**src/rtl/piso_pkg.sv**
```systemverilog
// Shared types and sizing helpers for the piso_tx serial transmitter.
// The PISO_TX_PARITY_EN macro selects whether each frame carries a trailing even-parity step.
package piso_pkg;

  typedef enum logic {IDLE, SHIFT} state_t;

`ifdef PISO_TX_PARITY_EN
  localparam int FRAME_EXTRA = 1;
`else
  localparam int FRAME_EXTRA = 0;
`endif

  // The counter must hold WIDTH+1 when parity is enabled, so size it for WIDTH+2 values.
  function automatic int cnt_w(input int width);
    return $clog2(width + 2);
  endfunction

  function automatic int frame_len(input int width);
    return width + FRAME_EXTRA;
  endfunction

endpackage

```
**src/rtl/piso_tx_if.sv**
```systemverilog
// Handshake and serial-line bundle between a word producer and piso_tx.
interface piso_tx_if #(
  parameter int WIDTH = 4
);
  logic [WIDTH-1:0] PD;
  logic             LOAD_VALID;
  logic             LOAD_READY;
  logic             SHIFT_EN;
  logic             SO;
  logic             SO_VALID;
  logic             LAST;
  logic             BUSY;

  modport master (
    output PD, LOAD_VALID, SHIFT_EN,
    input  LOAD_READY, SO, SO_VALID, LAST, BUSY
  );

  modport slave (
    input  PD, LOAD_VALID, SHIFT_EN,
    output LOAD_READY, SO, SO_VALID, LAST, BUSY
  );
endinterface

```
**src/rtl/piso_tx.sv**
```systemverilog
// Parallel-in, serial-out transmitter: MSB first, inverted line, one-word hold buffer.
// Optional PISO_TX_PARITY_EN appends an even-parity step to every frame.
module piso_tx
  import piso_pkg::*;
#(
  parameter int WIDTH = 4
) (
  input  logic      CK,
  input  logic      nRESET,
  piso_tx_if.slave  bus
);

  localparam int                FRAME    = frame_len(WIDTH);
  localparam int                CW       = cnt_w(WIDTH);
  localparam logic [CW-1:0]     CNT_LOAD = CW'(FRAME);
  localparam logic [CW-1:0]     CNT_ONE  = CW'(1);

  state_t           state;
  logic [FRAME-1:0] sreg;
  logic [FRAME-1:0] hold;
  logic             hold_full;
  logic [CW-1:0]    cnt;

  logic accept;
  logic final_step;

  // Parity is computed once at load time so the hold entry is already a complete frame.
  function automatic logic [FRAME-1:0] frame_word(input logic [WIDTH-1:0] pd);
`ifdef PISO_TX_PARITY_EN
    return {pd, ^pd};
`else
    return pd;
`endif
  endfunction

  assign accept     = bus.LOAD_VALID & ~hold_full;
  assign final_step = (state == SHIFT) & bus.SHIFT_EN & (cnt == CNT_ONE);

  always_ff @(negedge CK or negedge nRESET) begin
    if (!nRESET) begin
      state     <= IDLE;
      cnt       <= '0;
      hold_full <= 1'b0;
      sreg      <= '0;
    end else begin
      case (state)
        IDLE: begin
          if (accept) begin
            sreg  <= frame_word(bus.PD);
            cnt   <= CNT_LOAD;
            state <= SHIFT;
          end
        end
        SHIFT: begin
          if (final_step) begin
            // A held word wins over a bypass load; hold_full already blocks accept here.
            if (hold_full) begin
              sreg      <= hold;
              hold_full <= 1'b0;
              cnt       <= CNT_LOAD;
            end else if (accept) begin
              sreg <= frame_word(bus.PD);
              cnt  <= CNT_LOAD;
            end else begin
              cnt   <= '0;
              state <= IDLE;
            end
          end else begin
            if (bus.SHIFT_EN) begin
              sreg <= sreg << 1;
              cnt  <= cnt - 1'b1;
            end
            if (accept) hold_full <= 1'b1;
          end
        end
        default: state <= IDLE;
      endcase
    end
  end

  always_ff @(negedge CK) begin
    if ((state == SHIFT) && !final_step && accept) hold <= frame_word(bus.PD);
  end

  assign bus.LOAD_READY = ~hold_full;
  assign bus.SO_VALID   = (state == SHIFT);
  assign bus.SO         = (state == SHIFT) ? ~sreg[FRAME-1] : 1'b1;
  assign bus.LAST       = (state == SHIFT) & (cnt == CNT_ONE);
  assign bus.BUSY       = (state == SHIFT) | hold_full;

endmodule

```
**src/flat_wrapper.sv**
```systemverilog
// flat-port wrapper written by rule: the top's interface ports become plain ports
module piso_tx_flat import piso_pkg::*;
#(
  parameter int WIDTH = 4
)
  (CK, nRESET, bus_PD, bus_LOAD_VALID, bus_SHIFT_EN, bus_LOAD_READY, bus_SO, bus_SO_VALID, bus_LAST, bus_BUSY);
  piso_tx_if #(.WIDTH(WIDTH)) bus_i ();
  input  logic CK;
  input  logic nRESET;
  input wire logic [$bits(bus_i.PD)-1:0] bus_PD;
  input wire logic [$bits(bus_i.LOAD_VALID)-1:0] bus_LOAD_VALID;
  input wire logic [$bits(bus_i.SHIFT_EN)-1:0] bus_SHIFT_EN;
  output wire logic [$bits(bus_i.LOAD_READY)-1:0] bus_LOAD_READY;
  output wire logic [$bits(bus_i.SO)-1:0] bus_SO;
  output wire logic [$bits(bus_i.SO_VALID)-1:0] bus_SO_VALID;
  output wire logic [$bits(bus_i.LAST)-1:0] bus_LAST;
  output wire logic [$bits(bus_i.BUSY)-1:0] bus_BUSY;
  assign bus_i.PD = bus_PD;
  assign bus_i.LOAD_VALID = bus_LOAD_VALID;
  assign bus_i.SHIFT_EN = bus_SHIFT_EN;
  assign bus_LOAD_READY = bus_i.LOAD_READY;
  assign bus_SO = bus_i.SO;
  assign bus_SO_VALID = bus_i.SO_VALID;
  assign bus_LAST = bus_i.LAST;
  assign bus_BUSY = bus_i.BUSY;
  piso_tx #(.WIDTH(WIDTH)) u_core (.CK(CK), .nRESET(nRESET), .bus(bus_i));
endmodule
```
**config.mk**
```make
export PLATFORM = sky130hd
export DESIGN_NAME = piso_tx_flat
export DESIGN_NICKNAME = d
export VERILOG_FILES = /design/src/rtl/piso_pkg.sv /design/src/rtl/piso_tx_if.sv /design/src/rtl/piso_tx.sv /design/src/flat_wrapper.sv
export SDC_FILE = /design/constraint.sdc
export NUM_CORES = 1
export LEC_CHECK = 0
export CAP_MARGIN = 40
export CORE_ASPECT_RATIO = 0.9
export CORE_MARGIN = 8
export CORE_UTILIZATION = 46
export DETAILED_ROUTE_END_ITERATION = 16
export PLACE_DENSITY = 0.73
export SKIP_LAST_GASP = 1
export SLEW_MARGIN = 5
export SYNTH_ARGS = -nofsm -noshare
export SYNTH_HDL_FRONTEND = slang
export SYNTH_SLANG_ARGS = --single-unit
export TNS_END_PERCENT = 50
```
**constraint.sdc**
```tcl
create_clock -name CK -period 1.91 [get_ports CK]
set_clock_uncertainty 0.15 [all_clocks]
set_input_delay 0.191 -clock CK [delete_from_list [all_inputs] [get_ports CK]]
set_output_delay 0.191 -clock CK [all_outputs]
set_load 0.02 [all_outputs]
```
-- Word-level counts from Yosys, hierarchy flattened
Index checks and enable logic that the tools add are counted.
- register bits after elaboration: 13
- output and inout port bits: 5
- word-level logic and storage cells: 41
- add/sub/neg operators: 1
- equality and inequality tests: 3
- multiplexer cells: 18
- bitwise operators: 8
- reduce and logical (&&, ||, !) cells: 6
- operators by type and width (operator ; number):
    $mux 4 ; 4
    $mux 3 ; 5
    $pmux 4 s2 ; 1
    $mux 1 ; 6
    $pmux 3 s2 ; 1
    $and 1x1->1 ; 4
    $reduce_and 2->1 ; 2
    $eq 3x1->1 const B ; 1
    $ne 3x3->1 const B ; 1
    $not 1->1 ; 3
    $sub 3x1->3 const B ; 1
    $logic_and 1x1->1 ; 2
    $ne 2x1->1 const B ; 1
    $pmux 1 s2 ; 1
    $reduce_bool 2->1 ; 1
    $logic_not 1->1 ; 1
    $or 1x1->1 ; 1

-- Logic depth before layout (Yosys ltp)
Gate-level depths: netlist of the first run.
- depth after elaboration: 6
- mapped depth: 6

==> results.txt, run 1 <==
- Outcome: finished with violations
- Violations in the final reports: setup timing
* EDFF count, synth: 4
* Switching part of the total: 39.26%
- Die span in x: 59.78 um
* Total gr overflow: 0
* Fill cell total of the finished layout: 130
* Crit Path Class: reg2out
* Endpoint of the lowest-slack register-to-register path: u_core.sreg[3]
- The wire-length estimate of the detail-placed layout is 1.416 mm.
* Number of cells in the finished layout apart from fillers: 142
* Setup_tns: -2.962 ns
* XOR/XNOR share of the synthesized area: 0%
- Worst slew margin relative to its limit: 80.52%
- Final max-slew violation count: 0
- CTS placed an instance of clkbuf_4 at the clock tree root.
- Commonest non-fill, non-tap cell in the layout: buf_4
- Type of the worst min-delay path: reg2reg
* Count of distinct cell types in the synthesized netlist: 31
- In the final routed layout, each cell accounts on average for 15.82 um.
- In this run the number of H-tree levels came out at 1.
- After technology mapping, the gate count stands at 79.
- No sink is reached through more buffers than the 2 on the longest clock path.
* Combinational family with the most area after synthesis: compound AO/OA/AOI/OAI gates
- Multiplexer cells account for 11.36% of the synthesized area.
* # nets final: 129
* Yosys reg bits: 13
- Global-route wire length before repair: 3.360 mm
- Sequential power share: 29.6%
- Summing the areas of all compound-gate instances in the mapped netlist gives 17.35% of the synthesized area.
* Commonest cells after routing, fill and taps aside: buf_4, buf_6, dfrtn_1, mux2i_1
* Highest fanout seen on the critical path: 2
* Total number of clock tree sinks: 13
* Area of the die: 3311 um^2
- Seq/Total Area, Yosys: 43.53%
* Total Routing Usage GR: 12.86%
- Sort of element at the end of the critical path: primary output
* LEAKAGE: 0.5419 nW
* Max_cap viols: 0
- Synthesized-area fraction occupied by and/or/nand/nor cells: 17.03%
- WL final: 2.247 mm
- Entering global routing, the biggest net connects 14 pins.
* Fraction of power consumed by the clock network: 15.1%
- Number of DRC violations after detailed-routing iteration 0: 38
- Following the worst setup path forward leads to its endpoint at bus_LAST.
- Once the floorplan was initialized, standard cells occupied 48.18% of the core.
* RSZ-0062 raised after global routing: yes
- From bottom edge to top edge, the die measures 55.40 um.
* Endpoints failing setup: 16
- Syn Std Cell Area: 793.3 um^2
- The number of clock buffers added by TritonCTS is 3.
- Power density cells: 1346 nW/um^2
- Number of cells in the design after placement: 130
- Share of async-settable or async-resettable flops after synthesis: 69.23%
* Number of antenna violations at the first check in global routing: 0
* Post-placement setup slack: -1.001 ns
- A synthesized cell averages 10.04 um^2.
- The worst register-to-register path begins at u_core.cnt[1].
- The completed layout was analyzed and its total power is 1.624 mW.
* Drt drc: 0
- Endpoint arrival time on the critical path: 2.22 ns
- Antenna Cells: 0
- Kind of start point of the critical path: flop
* Number of vias in the routed layout: 797
- TritonCTS built the clock tree.
- After floorplanning, the core was divided into 14 placement rows.
* Post-DP Area: 1062 um^2
* Synth warnings: 0
- For this run, the leading register cell type out of synthesis is dfrtn_1.
- Worst reg2reg setup slack: 0.08 ns
- Hold timing on the final database bottoms out at a slack of 0.4138 ns.
* Clock insertion delay at the later pin of the skew report: 0.34 ns
* Via count of the first global-routing pass: 775
- Clock-pin slew of the registers on the worst-case setup and hold paths: 0.06 ns
* P&R area growth vs syn: 52.05%
- Combinational Power Share: 55.3%
* Data required time at the worst endpoint: 1.57 ns
* Reg2Reg Depth: 7
- The internal portion of the total power is 0.9864 mW.
- For the pin with the worst max-slew slack, the measured transition is 0.2916 ns.
- The count of nets left with antenna violations once routing finished came out at 0.
* Maximum resistive drop on vdd: 0.9057 mV
* Routed vias/inst: 5.613
- Synthesis produced a netlist with a net count of 89.
* Placeable core area: 1647 um^2
- I/O pins: 13
- The critical path starts at u_core.cnt[0].
- Final hold viol count: 0
- With fillers left out, the area of the finished cells amounts to 1206 um^2.
* Sw Pwr: 0.6377 mW
- Cells with a size suffix above 1 make up 44.07% of the layout.
- Util after Layout: 73.25%
- Across all setup checks in the final design, the least slack found is -0.6463 ns.
- Number of search-and-repair iterations in the first detailed-routing pass: 5
* Area share of fa/ha/maj cells after synthesis: 3.155%
* Final GP Congestion: 0.8166
- Buffers placed on the I/O ports in this run total 12.
[per-layer routing]
metal	vias to the layer above	GRT usage (%)	share of wire [%]
li1	368	-	-
met1	384	16.40	43
met2	39	18.00	47
met3	6	4.850	8.9
met4	0	6.803	1.5
met5	-	0	0
[critical path, cell delays in order, from the launching register on]
cell	delay, ns
dfrtn_1	0.46
ha_4	0.15
nor2b_4	0.13
and2_4	0.14
buf_6	0.10
[power by group through the flow]
stage,Sequential (mW),Combinational (mW),Clock (mW)
finish,0.481,0.898,0.246
global route,0.488,0.978,0.264
CTS,0.463,0.771,0.246
detailed placement,0.473,0.712,0.0161
global placement,0.470,0.693,0.0161
floorplan,0.466,0.443,0.0161
[cells in the mapped netlist (all sizes together), types with 2 or more instances]
cell type  instances  area (um^2)
inv                5        18.77
dfrtn              9        225.2
nor2b              2        15.02
nand2b             2        15.02
ha                 2        25.02
nor2               5        18.77
o22ai              5        31.28
mux2i              9        90.09
nand2              5        18.77
a2111oi            3        30.03
buf                4        37.53
and3               3        18.77
o21ai              5        25.02
o31ai              3        22.52
nor3               3        15.01
edfxtp             4        120.1
[sequential cells by signal, indices dropped and copies added, names as in the netlist]
| name | flops |
|---|---|
| u_core.sreg | 4 |
| u_core.hold | 4 |
| u_core.cnt | 3 |
| u_core.hold_full | 1 |
| u_core.bus.SO_VALID | 1 |
[what timing repair did]
action                                  4_1_cts  5_1_grt
hold buffers                                  0        0
buffers inserted                              4        1
endpoints found under the setup margin       18       17
pin swaps                                    12        6
gates resized for setup                      53       15
[layout make-up]
cell class	count	area [um^2]	share of cell area, %
multi-input combinational	56	442.9	36.72
sequential	13	345.3	28.63
timing repair buffer	37	321.6	26.66
clock buffer	4	36.28	3.008
tap	24	30.03	2.490
clock inverter	4	15.01	1.245
inverter	4	15.01	1.245
[cells by family (layout without fill, tap and decap cells)]
family	after synthesis	in the layout
AOI/OAI and AO/OA	20	20
adders and majority gates	2	2
buffers and inverters	10	49
DFF	13	13
muxes	9	9
and+or+nand+nor	25	25
[worst min-delay path by stage]
stage,cells past startpoint,startpoint,to
2_1_floorplan,2,u_core.cnt[0],u_core.cnt[0]
3_3_place_gp,1,u_core.bus.SO_VALID,u_core.cnt[2]
3_5_place_dp,1,u_core.bus.SO_VALID,u_core.cnt[2]
4_1_cts,1,u_core.sreg[0],u_core.sreg[0]
5_1_grt,1,u_core.sreg[0],u_core.sreg[0]
6_report,3,u_core.hold[0],u_core.sreg[0]
No activity file was read; power rests on OpenSTA's default activity.
==> inputs of run 2 (changes only) <==
CTS_CLUSTER_SIZE = 12   (was unset)
==> results of run 2 <==
No change in the layout: final DEF, timing and power equal those of run 1.
==> inputs of run 3 (changes only) <==
clock period = 2.2 ns   (was 1.91 ns; I/O delays follow)
==> run 3 against run 2 <==
Net effect: the flow still finishes with violations (setup timing); total power shrank 18%; non-clock buffer count shrank 2; die area is the same; critical path type unchanged; largest cell class unchanged; register-to-register slack gained 0.25 ns.
==> results.txt, run 3 (same netlist as run 1, synthesis figures left out) <==
- The areal power density over the cells came to 1149 nW/um^2 (was 1346 nW/um^2).
- # nets final: 127 (was 129)
- Endpoints failing setup: 7 (was 16)
- Combined flip-flop and latch cell area: 345.3 um^2 (unchanged)
- The routed length per instance is 13.43 um (was 15.82 um).
* Number of buffers inserted by port buffering: 12 (unchanged)
* Worst slew margin relative to its limit: 78.37% (was 80.52%)
- The commonest non-fill, non-tap cell in the layout was buf_4 (unchanged).
* Clock-pin slew of the registers on the worst-case setup and hold paths: 0.06 ns (about the same)
* Data required time at the worst endpoint: 1.83 ns (was 1.57 ns)
* Routed vias/inst: 5.221 (was 5.613)
- The area inside the core boundary is 1647 um^2 (unchanged).
- Number of antenna violations at the first check in global routing: 0 (unchanged)
- RSZ-0062 raised after global routing: yes (unchanged).
* Commonest cells after routing, fill and taps aside: buf_4, mux2i_1, dfrtn_1, buf_6 (was buf_4, buf_6, dfrtn_1, mux2i_1)
* Die height: 55.40 um (unchanged)
- The total CTS buffers came to 3 (unchanged).
* Number of vias in the routed layout: 731 (was 797)
* Total gr overflow: 0 (unchanged)
- The overall power was 1.325 mW (was 1.624 mW).
* Kind of start point of the critical path: flop (unchanged)
* Highest fanout seen on the critical path: 2 (unchanged)
- The maximum vdd drop is 0.7299 mV (was 0.9057 mV).
- The die area came to 3311 um^2 (unchanged).
* Clk buf depth: 2 (unchanged)
- The area taken by multi-input logic gates is 415.4 um^2 (was 442.9 um^2).
* Drt drc: 0 (unchanged)
- The ratio of cells with drive above 1 in the final layout is 38.79% (was 44.07%).
* Number of DRC violations after detailed-routing iteration 0: 10 (was 38)
- Endpoint arrival time on the critical path: 2.35 ns (was 2.22 ns)
- The hold violation count in the final report was 0 (unchanged).
- LEAKAGE: 0.5257 nW (was 0.5419 nW)
- The initial core utilization is 48.18% (unchanged).
- The switching share of power was 37.73% (was 39.26%).
* Global-route wire length before repair: 3.215 mm (was 3.360 mm)
* Setup_tns: -1.627 ns (was -2.962 ns)
- The detailed-placement wirelength estimate came to 1.423 mm (was 1.416 mm).
- Antenna Cells: 0 (unchanged)
- The fill cell total of the finished layout is 136 (was 130).
- Post-placement setup slack: -0.8943 ns (was -1.001 ns)
- P&R area growth vs syn: 45.43% (was 52.05%)
* Crit Path Class: reg2out (unchanged)
* Reg2Reg Depth: 7 (unchanged)
- The chip width is 59.78 um (unchanged).
* Via count of the first global-routing pass: 712 (was 775)
* Sort of element at the end of the critical path: primary output (unchanged)
- Final GP Congestion: 0.8284 (was 0.8166)
* Number of search-and-repair iterations in the first detailed-routing pass: 4 (was 5)
- Clock insertion delay at the later pin of the skew report: 0.35 ns (was 0.34 ns)
- Total number of clock tree sinks: 13 (unchanged)
- The count of standard-cell rows was 14 (unchanged).
* Worst hold stages: 1 (was 3)
- The clock network fraction of design power is 16.1% (was 15.1%).
- Antenna-violating nets left: 0 (unchanged)
- Sw Pwr: 0.4999 mW (was 0.6377 mW)
- The CTS root buffer is clkbuf_4 (unchanged).
- Pin count of the biggest net entering global routing: 14 (unchanged)
- Type of the worst min-delay path: reg2reg (unchanged)
- CTS HTree Levels: 1 (unchanged)
- The TritonCTS clock tree is done (unchanged).
- Leading registers by flop count: u_core.hold (4), u_core.sreg (4), u_core.cnt (3) (unchanged)
* I/O pins: 13 (unchanged)
- The final worst-path setup slack came to -0.5231 ns (was -0.6463 ns).
- Combinational Power Share: 52.7% (was 55.3%)
- Outcome: finished with violations (unchanged).
- Violations in the final reports: setup timing (unchanged)
* Sequential power share: 31.2% (was 29.6%)
- The overall routing resource usage is 11.99% (was 12.86%).
- Final max-slew violation count: 0 (unchanged)
- The number of maximum-capacitance constraint violations is 0 (unchanged).
* Transition time at the pin with the least slew margin: 0.3236 ns (was 0.2916 ns)
* WL final: 1.880 mm (was 2.247 mm)
* P_int: 0.8250 mW (was 0.9864 mW)
-- run 3: changes by cell type in the layout (fill, tap and decap cells not counted) --
cell	change
nor3_1	+1
nor3_2	-1
a2111oi_1	+2
clkbuf_2	-1
mux2i_4	-1
clkdlybuf4s15_1	+1
buf_6	-4
mux2i_1	+1
a2111oi_2	-2
buf_4	+2
-- run 3: final timing paths --
kind	start	slack, ns	to
worst max-delay path	u_core.cnt[1]	-0.52	bus_LAST
worst min-delay path	u_core.sreg[0]	0.38	u_core.sreg[0]
worst max register to register	u_core.cnt[1]	0.33	u_core.sreg[1]
worst min register to register	u_core.sreg[0]	0.38	u_core.sreg[0]
max in group asynchronous	nRESET	0.67	u_core.cnt[1]
min in group asynchronous	nRESET	1.06	u_core.sreg[0]
-- run 3: power by group through the flow --
stage / logic [mW] / registers (mW) / clock network [mW]
after floorplan: 0.384 / 0.404 / 0.0139
after global placement: 0.615 / 0.404 / 0.0139
after detailed placement: 0.629 / 0.408 / 0.0139
after CTS: 0.675 / 0.414 / 0.220
after global routing: 0.769 / 0.429 / 0.239
final: 0.698 / 0.414 / 0.213
-- run 3: area by class of cell --
type | count | share of cell area [%]
repair buffers | 35 | 25.70
well taps | 24 | 2.603
inverters | 4 | 1.302
flip-flops and latches | 13 | 29.93
clock buffers | 4 | 3.145
clock inverters | 4 | 1.302
multi-input cells | 56 | 36.01
-- run 3: what timing repair did --
| action | 4_1_cts | 5_1_grt |
|---|---|---|
| gates resized for setup | 56 | 2 |
| setup endpoints to repair | 18 | 12 |
| hold buffers | 0 | 0 |
| pin swaps | 10 | 4 |
| setup buffers | 1 | 2 |
-- run 3: per-stage QoR --
stage	std cells	area (um^2)	utilization (%)	hold slack, ns
after floorplan	79	807.0	-	0.3191
after global placement	130	1062	64.51	0.3630
after detailed placement	130	1062	64.51	0.3835
after CTS	138	1132	68.77	0.3786
after global routing	140	1154	70.06	0.4150
final	140	1154	70.06	0.3790
-- run 3: routing by layer --
layer,routed length (um),up-vias,GRT usage [%]
li1,-,362,-
met2,854,19,17.08
met4,0,0,3.401
met3,146,0,3.464
met1,880,350,16.80
met5,0,-,0
-- run 3: worst max-delay path: stages (launching register included) --
cell and delay [ns]:
dfrtn_1 0.40, inv_2 0.05, ha_4 0.15, nor2b_4 0.12
and2_4 0.13, buf_6 0.12
